[config.mk]
export PLATFORM = sky130hd
export DESIGN_NAME = uart_verici
export DESIGN_NICKNAME = d
export VERILOG_FILES = /design/src/rtl/uart_verici.sv
export SDC_FILE = /design/constraint.sdc
export NUM_CORES = 1
export LEC_CHECK = 0
export BUFFER_PORTS_ARGS = -buffer_cell sky130_fd_sc_hd__clkbuf_2
export CORE_MARGIN = 1.5
export CORE_UTILIZATION = 40
export CTS_CLUSTER_SIZE = 10
export DETAILED_ROUTE_END_ITERATION = 8
export SKIP_CTS_REPAIR_TIMING = 1
export SLEW_MARGIN = 20
export SYNTH_ARGS = -nofsm -noshare
export SYNTH_HDL_FRONTEND = slang
export SYNTH_SLANG_ARGS = --single-unit
[constraint.sdc]
create_clock -name clk_i -period 8.38 [get_ports clk_i]
set_input_delay 1.257 -clock clk_i [delete_from_list [all_inputs] [get_ports clk_i]]
set_output_delay 1.257 -clock clk_i [all_outputs]
set_load 0.005 [all_outputs]
[src/rtl/uart_verici.sv]
// rtl/uart_verici.sv - UART transmitter (8N1, LSB first) with a small byte FIFO
// Optional parity bit: define UART_VERICI_PARITE_EN (adds parite_tek_i and a PARITE state)

module uart_verici #(
  parameter int FIFO_DERINLIK = 8,
  parameter int DURMA_BIT     = 1
) (
  input  logic                             clk_i,
  input  logic                             rstn_i,
  input  logic                             tx_en_i,
  input  logic [7:0]                       veri_i,
  input  logic                             veri_gecerli_i,
`ifdef UART_VERICI_PARITE_EN
  input  logic                             parite_tek_i,
`endif
  output logic                             hazir_o,
  input  logic [15:0]                      baud_div_i,
  output logic                             tx_o,
  output logic                             mesgul_o,
  output logic [$clog2(FIFO_DERINLIK):0]   fifo_doluluk_o
);

  localparam int AW = $clog2(FIFO_DERINLIK);
  localparam int CW = AW + 1;

  typedef enum logic [2:0] {
    BOSTA  = 3'd0,
    BASLA  = 3'd1,
    VERI   = 3'd2,
    DUR    = 3'd3,
    PARITE = 3'd4
  } durum_e;

  durum_e         durum_q, durum_d;
  logic [7:0]     mem_q [FIFO_DERINLIK];
  logic [AW-1:0]  wr_ptr_q, wr_ptr_d;
  logic [AW-1:0]  rd_ptr_q, rd_ptr_d;
  logic [CW-1:0]  doluluk_q, doluluk_d;
  logic           hazir_q, hazir_d;
  logic [7:0]     shift_q, shift_d;
  logic [15:0]    div_q, div_d;
  logic [15:0]    cnt_q, cnt_d;
  logic [2:0]     bit_q, bit_d;
  logic           tx_q, tx_d;
  logic           mesgul_q, mesgul_d;
`ifdef UART_VERICI_PARITE_EN
  logic           parite_q, parite_d;
`endif

  logic           push;
  logic           pop;
  logic           bos;
  logic           tick;
  logic [7:0]     head;

  assign push = veri_gecerli_i && hazir_q;
  assign bos  = (doluluk_q == '0);
  assign tick = (cnt_q == div_q);
  assign head = mem_q[rd_ptr_q];

  // State and datapath registers; reset discards the queue and idles the line
  always_ff @(posedge clk_i or negedge rstn_i) begin
    if (!rstn_i) begin
      durum_q   <= BOSTA;
      wr_ptr_q  <= '0;
      rd_ptr_q  <= '0;
      doluluk_q <= '0;
      hazir_q   <= 1'b1;
      shift_q   <= '0;
      div_q     <= '0;
      cnt_q     <= '0;
      bit_q     <= '0;
      tx_q      <= 1'b1;
      mesgul_q  <= 1'b0;
`ifdef UART_VERICI_PARITE_EN
      parite_q  <= 1'b0;
`endif
    end else begin
      durum_q   <= durum_d;
      wr_ptr_q  <= wr_ptr_d;
      rd_ptr_q  <= rd_ptr_d;
      doluluk_q <= doluluk_d;
      hazir_q   <= hazir_d;
      shift_q   <= shift_d;
      div_q     <= div_d;
      cnt_q     <= cnt_d;
      bit_q     <= bit_d;
      tx_q      <= tx_d;
      mesgul_q  <= mesgul_d;
`ifdef UART_VERICI_PARITE_EN
      parite_q  <= parite_d;
`endif
    end
  end

  // FIFO storage; contents need no reset because the pointers define validity
  always_ff @(posedge clk_i) begin
    if (push) begin
      mem_q[wr_ptr_q] <= veri_i;
    end
  end

  // Next-state logic; a pop happens exactly when a new frame is launched
  always_comb begin
    durum_d = durum_q;
    pop     = 1'b0;
    case (durum_q)
      BOSTA: begin
        if (!bos && tx_en_i) begin
          pop     = 1'b1;
          durum_d = BASLA;
        end
      end
      BASLA: begin
        if (tick) durum_d = VERI;
      end
      VERI: begin
        if (tick && (bit_q == 3'd7)) begin
`ifdef UART_VERICI_PARITE_EN
          durum_d = PARITE;
`else
          durum_d = DUR;
`endif
        end
      end
`ifdef UART_VERICI_PARITE_EN
      PARITE: begin
        if (tick) durum_d = DUR;
      end
`endif
      DUR: begin
        if (tick && (bit_q == 3'(DURMA_BIT - 1))) begin
          if (!bos && tx_en_i) begin
            pop     = 1'b1;
            durum_d = BASLA;
          end else begin
            durum_d = BOSTA;
          end
        end
      end
      default: durum_d = BOSTA;
    endcase
  end

  // Baud counter, shift register, bit index and FIFO bookkeeping
  always_comb begin
    shift_d   = shift_q;
    div_d     = div_q;
    bit_d     = bit_q;
    cnt_d     = (durum_q == BOSTA || tick) ? 16'd0 : cnt_q + 16'd1;
`ifdef UART_VERICI_PARITE_EN
    parite_d  = parite_q;
`endif

    // The bit index wraps 7 -> 0 leaving VERI, so DUR counts stop bits from zero
    if (tick && durum_q == VERI) begin
      shift_d = {1'b0, shift_q[7:1]};
      bit_d   = bit_q + 3'd1;
    end else if (tick && durum_q == DUR) begin
      bit_d   = bit_q + 3'd1;
    end

    // Frame start: the divisor and parity mode are sampled once per frame
    if (pop) begin
      shift_d  = head;
      div_d    = baud_div_i;
      cnt_d    = 16'd0;
      bit_d    = 3'd0;
`ifdef UART_VERICI_PARITE_EN
      parite_d = (^head) ^ parite_tek_i;
`endif
    end

    wr_ptr_d  = wr_ptr_q + AW'(push);
    rd_ptr_d  = rd_ptr_q + AW'(pop);
    doluluk_d = doluluk_q + CW'(push) - CW'(pop);
    hazir_d   = (doluluk_d != CW'(FIFO_DERINLIK));
  end

  // Output decode; registered so tx_o never sees a combinational input path
  always_comb begin
    tx_d = 1'b1;
    case (durum_q)
      BASLA:  tx_d = 1'b0;
      VERI:   tx_d = shift_q[0];
`ifdef UART_VERICI_PARITE_EN
      PARITE: tx_d = parite_q;
`endif
      default: tx_d = 1'b1;
    endcase
    mesgul_d = (durum_q != BOSTA) || !bos;
  end

  assign tx_o           = tx_q;
  assign hazir_o        = hazir_q;
  assign mesgul_o       = mesgul_q;
  assign fifo_doluluk_o = doluluk_q;

endmodule

Word-level counts from Yosys, hierarchy flattened
Memory sizes are Yosys's and may differ from the RTL's.
Cells that the tools add are included.
- output and inout port bits: 7
- memories kept: 1
- word-level logic and storage cells: 63
- input bits: 28
- bits in registers: 59
- RAM bits: 64
- memories (memory ; words ; width ; read ports ; clocked after memory_dff ; wr ports ; line ; RTL):
    mem_q ; 8 ; 8 ; 1 ; 0 ; 1 ; 35 ; logic [7:0] mem_q [FIFO_DERINLIK];
- add/subtract/negate cells: 6
- equality and inequality tests: 10
- reductions and logical operators: 16
- muxes and demuxes: 19
- operators by type and width (operator ; number):
    two-way mux 16 bit ; 2
    two-way mux 3 bit ; 7
    adder 16 x 1 -> 16 bit, second input constant ; 1
    equality test 16 bit ; 1
    two-way mux 8 bit ; 2
    one-hot mux 3 bit (4 select lines) ; 1
    inequality test 2 bit, second input constant ; 4
    adder 3 x 1 -> 3 bit ; 2
    equality test 3 x 2 -> 1 bit, second input constant ; 2
    logical AND 1 bit ; 6
    zero test 3 bit ; 2
    nonzero test 3 bit ; 2
    two-way mux 1 bit ; 5
    adder 4 x 1 -> 4 bit ; 1
    zero test 4 bit ; 1
    inequality test 4 bit, second input constant ; 1
    one-hot mux 1 bit (2 select lines) ; 2
    AND reduction 4 bit ; 1
    subtractor 4 x 1 -> 4 bit ; 1
    adder 3 x 1 -> 3 bit, second input constant ; 1
    equality test 3 x 1 -> 1 bit, second input constant ; 1
    equality test 3 bit, second input constant ; 1
    logical OR 1 bit ; 2
    nonzero test 2 bit ; 1
    zero test 1 bit ; 1

Longest topological paths before layout
Gate-level depths: netlist (run 1).
- word-level depth: 8
- depth in mapped cells: 14

Least setup slack after synthesis (run 1)
No wires, ideal clock.
- kind: input port to flip-flop
- start point: in tx_en_i
- end point: reg hazir_q, in the netlist hazir_o
- setup time: 0.100 ns
- path slack: 4.999 ns
- cell stages on the path: 10
- data required time: 8.280 ns
- data arrival time: 3.281 ns
- path through: nand2_1 -> nor3_2 -> buf_4 -> buf_8 -> xnor2_1 -> ha_1 -> inv_1 -> fa_1 -> inv_1 -> or4b_2
- cells in the longest elaborated chain, start to end: 6
- RTL lines (element ; line ; RTL):
    start, declared ; 10 ; input logic tx_en_i,
    logical AND 1 bit (*) ; 109, 133 ;
    two-way mux 1 bit (*) ; 109, 133 ;
    two-way mux 1 bit ; 132 ; if (tick && (bit_q == 3'(DURMA_BIT - 1))) begin
    one-hot mux 1 bit (2 select lines) (*) ; 107 ; case (durum_q)
    subtractor 4 x 1 -> 4 bit (*) ; 176 ; doluluk_d = doluluk_q + CW'(push) - CW'(pop);
    named net doluluk_d[1] ; 38 ; logic [CW-1:0] doluluk_q, doluluk_d;
    inequality test 4 bit (*) ; 177 ; hazir_d = (doluluk_d != CW'(FIFO_DERINLIK));
    named net hazir_d ; 39 ; logic hazir_q, hazir_d;
    end signal, assigned ; 83 ; hazir_q <= hazir_d;
    end, declared ; 39 ;
The timed path passes the listed nets; every way through them passes the cells marked *.
A chain may end at the register's enable or synchronous reset.

Worst setup path in the final report (run 1)
- start point: reg cnt_q[10]
- end point: reg hazir_q, in the netlist hazir_o
- cells in the longest elaborated chain, start to end: 6
- RTL lines (element ; line ; RTL):
    start, declared ; 42 ; logic [15:0] cnt_q, cnt_d;
    start signal, assigned ; 86 ; cnt_q <= cnt_d;
    equality test 16 bit ; 58 ; assign tick = (cnt_q == div_q);
    logical AND 1 bit ; 132 ;
    two-way mux 1 bit ; 132 ;
    one-hot mux 1 bit (2 select lines) ; 107 ;
    subtractor 4 x 1 -> 4 bit ; 176 ;
    named net doluluk_d[3] ; 38 ;
    inequality test 4 bit ; 177 ;
    named net hazir_d ; 39 ;
The timed path passes the listed nets, and every way through them passes these cells.

==> run metrics, run 1 <==
status completed; Worst Hold End cnt_q[0]; sw frac 0.296; Slew Viols, Final 0; IO buf count 34; vias in the first global route 2962; worst slew pin tran 0.986 ns; final std cells w/o fill 569; EDFF count, synth 64; grt ovf 0; Post-DP Area 5610 sq um; gr busiest metal met2; Pint 1.58 mW; I/O pin count 35; Max Cap Violations 0; # nets final 429; RePlAce Congestion 0.727; crit path kind reg -> reg; minimum clock period 3.54 ns; RSZ-0062 raised after global routing false; top fanout value on the critical path 5; Initial Utilization 0.413; layout cell share with drive strength beyond 1 0.275; startpoint types register; Post-Syn Nets 384; ant diodes 0; mux contribution to synthesized area 0.153; cell count after synthesis 339; post-synth top area share 0.366; Slew headroom 0.340; first-pass GRT wire length 15300 um; Final Hold Fails 0; die area 13800 sq um; post-DP HPWL 5900 um; Routed WL 9180 um; final total power 2.24 mW; met3 usage 0.0484; Die W 118 um; vias per cell 4.90; Hold Path Cell Cnt 1; Core Rows 41; # H-tree levels 4; Final Cycle Share 0.422; r2r setup slk 4.84 ns; synth unique cells 40; Inserted Clock Buffers 17; worst min path class reg -> reg; async set-reset flop share out of synthesis 0.475; terminus of the critical flop-to-flop path hazir_o; Tot GR Track Use 0.149; CP required 8.71 ns; Post-Syn Area per Cell 15.5 sq um; ANT nets after route 0; worst hold slack 0.518 ns; post-synthesis compound-gate area fraction 0.0119; synthesized area 5260 sq um; worst skew pair latency 0.42 ns; sum of negative setup slack 0 ns; R2R Path Start cnt_q[10]; CP Data Arrival Time 3.86 ns; clock sink count 122; antenna violations before repair 0; Synth Area in Adders 0.0419; top cells by count, synth 64 x edfxtp_1, 56 x dfrtp_1, 30 x nor2_1, 25 x mux2i_1, 24 x xnor2_1; clock power share 0.328; Synthesis Warnings 0; Fin Clk Skew 0.0134 ns; Yosys reg bits 122; combinational share of power 0.252; Global Route met2 Usage 0.243; drc violations 0; part of the power in registers 0.419; largest cells by area after synthesis edfxtp_1 37%, dfrtp_1 27%, mux4_2 6.9%; Post-Layout Inst Area 6210 sq um; simple-gate share of the synthesized area 0.0679; met1 usage in global routing 0.178; drt pass-1 iters 4; Peak Freq 283 MHz; Core ar. 12700 sq um; First DRT Iteration DRCs 130; worst r2r path cells 11; main combinational cell family by area after synthesis multiplexers; XOR/XNOR Fraction of Synth Area 0.0600; register area share after synthesis 0.642; clock root buffer clkbuf_16; DP Cell Count 537; Critical Path End Type register; power density over the cells 361 nW/um^2; most used flip-flop cell after synthesis edfxtp_1; clock tree buffer depth 2; Area growth syn-to-layout 18.2%; # setup viols final 0; DR vias 2786; Max VDD drop 0.233 mV; min-delay src cnt_q[0]; Leakage 2.47 nW; Avg WL per Cell 16.1 um; pin count of the biggest net entering global routing 59; Die Y 118 um; clock-pin slew on the worst setup and hold paths 0.06 ns; P_sw 0.665 mW; most frequent cell after synthesis edfxtp_1; TritonCTS clock tree built; largest area contributor in the netlist edfxtp_1
## kinds of logic (layout without fill, tap and decap cells)
logic type               Yosys count  count (layout)
multiplexers                      58              58
buffers and inverters             25              83
XOR/XNOR                          36              36
flip-flops                       122             122
adder cells (fa/ha/maj)           17              17
AND/OR/NAND/NOR                   72              72
AO/OA/AOI/OAI                      9               9
## stage by stage
stage,setup WS (ns),utilization
5_1_grt,4.57,0.488
6_report,4.84,0.488
2_1_floorplan,5.00,-
3_5_place_dp,4.73,0.441
3_3_place_gp,4.86,0.441
4_1_cts,4.80,0.488
## routing by layer
layer  wire length (um)  share of wire
met5                  0              0
met4                137          0.015
met3                321          0.035
met2               4680           0.51
met1               4040           0.44
## worst max-delay path by stage
stage	start	end
floorplan	tx_en_i	hazir_o
detailed placement	veri_gecerli_i	hazir_o
global route	cnt_q[5]	hazir_o
finish	cnt_q[10]	hazir_o
global placement	veri_gecerli_i	hazir_o
CTS	cnt_q[10]	hazir_o
## cells in the final DEF, fill, tap and decap left out, drive strengths merged, types with 4 or more instances in the layout
| cell | n |
|---|---|
| nand2 | 11 |
| inv | 15 |
| and3 | 4 |
| nor3 | 4 |
| dfrtp | 56 |
| ha | 16 |
| nand4 | 6 |
| xnor2 | 24 |
| edfxtp | 64 |
| mux4 | 16 |
| nand3 | 8 |
| mux2 | 17 |
| xor2 | 12 |
| clkinvlp | 5 |
| mux2i | 25 |
| clkbuf | 55 |
| nor2 | 30 |
## flip-flops by register name (all words and copies together) (netlist names)
signal / flops
bit_q: 3
cnt_q: 16
div_q: 16
durum_q: 2
fifo_doluluk_o: 4
hazir_o: 1
mem_q: 64
mesgul_o: 1
rd_ptr_q: 3
shift_q: 8
tx_o: 1
wr_ptr_q: 3
## final cells by class
type                    count  area (sq um)
inverters                  15          56.3
clock buffers              21           460
fillers                  1133          6510
flip-flops and latches    122          3380
well taps                 172           215
repair buffers             36           185
multi-input cells         192          1770
clock inverters            11           146
## power groups by stage
stage / logic, mW / clock network (mW) / registers, mW
3_3_place_gp: 0.557 / 0 / 0.950
6_report: 0.566 / 0.737 / 0.940
2_1_floorplan: 0.483 / 0 / 0.878
4_1_cts: 0.579 / 0.753 / 0.945
3_5_place_dp: 0.574 / 0 / 0.955
5_1_grt: 0.635 / 0.781 / 0.968
## worst max-delay path, cell delays in order (launching register included)
cell and delay (ns):
dfrtp_1 0.43, xnor2_1 0.18, nand4_1 0.17, nor4_4 0.44, a31oi_1 0.23, nor4_1 0.49, inv_1 0.09, ha_1 0.28
a21o_1 0.17, a21oi_1 0.18, xor2_1 0.20, or4b_2 0.60
No activity file was read; power rests on OpenSTA's default activity.
==> run 2: changes to the inputs <==
==> constraint.sdc (replaced) <==
create_clock -name clk_i -period 3.3 [get_ports clk_i]
set_input_delay 0.495 -clock clk_i [delete_from_list [all_inputs] [get_ports clk_i]]
set_output_delay 0.495 -clock clk_i [all_outputs]
set_load 0.005 [all_outputs]
==> run metrics, run 2 (synthesis gave the netlist of run 1 again) <==
minimum clock period 3.07 ns (was 3.54 ns); r2r setup slk 0.23 ns (was 4.84 ns); status completed (unchanged); R2R Path Start cnt_q[1] (was cnt_q[10]); clock-pin slew on the worst setup and hold paths 0.06 ns (about the same); Initial Utilization 0.413 (unchanged); most frequent cells in the layout 64 x edfxtp_1, 54 x dfrtp_1, 34 x clkbuf_2 (was 64 x edfxtp_1, 55 x dfrtp_1, 34 x clkbuf_2); Avg WL per Cell 15.8 um (was 16.1 um); grt ovf 0 (unchanged); Global Route met2 Usage 0.237 (was 0.243); gr busiest metal met2 (unchanged); CP Data Arrival Time 3.40 ns (was 3.86 ns); CP peak stage delay 0.52 ns (was 0.60 ns); Area growth syn-to-layout 21.2% (was 18.2%); worst min path class in -> async (was reg -> reg); Critical Path End Type register (unchanged); Core Rows 41 (unchanged); most common library cell in the layout ignoring fill and taps edfxtp_1 (unchanged); top fanout value on the critical path 4 (was 5); Slew Viols, Final 0 (unchanged); crit path kind reg -> reg (unchanged); # nets final 446 (was 429); clock root buffer clkbuf_16 (unchanged); DR vias 2845 (was 2786); clock tree buffer depth 2 (unchanged); CP required 3.63 ns (was 8.71 ns); Most common cell on crit path inv_1; Slew headroom 0.361 (was 0.340); fillers 1111 (was 1133); # H-tree levels 4 (unchanged); first-pass GRT wire length 15200 um (was 15300 um); ANT nets after route 0 (unchanged); I/O pin count 35 (unchanged); worst slew pin tran 0.955 ns (was 0.986 ns); Die Y 118 um (unchanged); Routed WL 9260 um (was 9180 um); terminus of the critical flop-to-flop path hazir_o (unchanged); Tot GR Track Use 0.147 (was 0.149); Max Cap Violations 0 (unchanged); met3 usage 0.0528 (was 0.0484); Largest register FFs 64 (unchanged); First DRT Iteration DRCs 107 (was 130); Top reg by flops mem_q (unchanged); drt pass-1 iters 4 (unchanged); Leakage 2.58 nW (was 2.47 nW); worst r2r path cells 11 (unchanged); power density over the cells 901 nW/um^2 (was 361 nW/um^2); TritonCTS clock tree built (unchanged); Core ar. 12700 sq um (unchanged); antenna violations before repair 0 (unchanged); final core area utilization 0.500 (was 0.488); Final Cycle Share 0.930 (was 0.422); final std cells w/o fill 586 (was 569); drc violations 0 (unchanged); ant diodes 0 (unchanged); met1 usage in global routing 0.180 (was 0.178); die area 13800 sq um (unchanged); Inserted Clock Buffers 17 (unchanged); IO buf count 34 (unchanged); Fin Clk Skew 0.00814 ns (was 0.0134 ns); slowest cell on the critical path or4b_4 (was or4b_2); startpoint types register (unchanged); clock sink count 122 (unchanged); Cell Chain, Critical Path xnor2_2 -> nand4_1 -> nor4_4 -> a31oi_4 -> nor3_4 -> xnor2_1 -> ha_2 -> inv_1 -> fa_1 -> inv_1 -> or4b_4 (was xnor2_1 -> nand4_1 -> nor4_4 -> a31oi_1 -> nor4_1 -> inv_1 -> ha_1 -> a21o_1 -> a21oi_1 -> xor2_1 -> or4b_2); post-DP HPWL 6200 um (was 5900 um); DP Cell Count 553 (was 537); biggest regs mem_q: 64 flops, cnt_q: 16 flops, div_q: 16 flops (unchanged); Die W 118 um (unchanged); vias in the first global route 2964 (was 2962); RePlAce Congestion 0.723 (was 0.727); pin count of the biggest net entering global routing 30 (was 59); layout cell share with drive strength beyond 1 0.319 (was 0.275); Peak Freq 326 MHz (was 283 MHz); Max VDD drop 0.513 mV (was 0.233 mV); Final Hold Fails 0 (unchanged); vias per cell 4.85 (was 4.90); RSZ-0062 raised after global routing false (unchanged); # setup viols final 0 (unchanged); worst skew pair latency 0.42 ns (about the same)
run 2: cell types whose count changed in the layout (fill, tap and decap cells not counted), moves of 2 or more:
cell | previous run | this run
clkinv_4 | 1 | 6
nor3_1 | 1 | 3
clkbuf_1 | 2 | 0
xnor2_2 | 0 | 2
inv_6 | 0 | 4
nor3_2 | 2 | 0
xnor2_1 | 24 | 22
buf_4 | 2 | 19
clkinvlp_4 | 5 | 1
clkbuf_8 | 2 | 0
run 2: critical path, delay by kind of cell, from the launching register on:
family                     cells  cell delay, ns
AOI/OAI and AO/OA              1            0.18
xor gates and xnor gates       2            0.31
adders and majority gates      2            0.67
buffers and inverters          2            0.10
DFF                            1            0.44
and+or+nand+nor                4            1.30
run 2: stage by stage:
step / area [sq um] / setup WS, ns / TNS (ns) / hold WS (ns) / power [mW]
floorplan: 5260 / 0.00622 / 0 / 0.199 / 3.46
global placement: 5720 / 0.00431 / 0 / 0.512 / 3.86
detailed placement: 5720 / -0.0288 / -0.0288 / 0.521 / 3.90
CTS: 6310 / -0.0569 / -0.0569 / 0.161 / 5.74
global route: 6370 / 0.0528 / 0 / 0.196 / 6.07
finish: 6370 / 0.229 / 0 / 0.147 / 5.74
run 2: final cells by class:
class / instances / area [sq um] / area share
Tap cell: 172 / 215 / 0.0338
Sequential cell: 122 / 3380 / 0.531
Clock buffer: 17 / 425 / 0.0668
Inverter: 15 / 56.3 / 0.00884
Multi-Input combinational cell: 192 / 1810 / 0.285
Timing Repair Buffer: 53 / 313 / 0.0491
Clock inverter: 15 / 165 / 0.0259
run 2: power breakdown:
group / switching, mW / total, mW / leakage, nW / internal, mW
clock: 0.699 / 1.82 / 0.289 / 1.12
sequential: 0.300 / 2.32 / 1.29 / 2.02
combinational: 0.770 / 1.60 / 1.00 / 0.829
run 2: how the worst max path moves through the flow:
stage / startpoint / to
after floorplan: cnt_q[2] / hazir_o
after global placement: div_q[2] / hazir_o
after detailed placement: div_q[2] / hazir_o
after CTS: div_q[2] / hazir_o
after global routing: cnt_q[1] / hazir_o
final: cnt_q[1] / hazir_o
run 2: metal layers:
metal	part of all wire	vias up
li1	-	1365
met1	0.44	1419
met2	0.50	49
met3	0.041	12
met4	0.017	0
met5	0	-
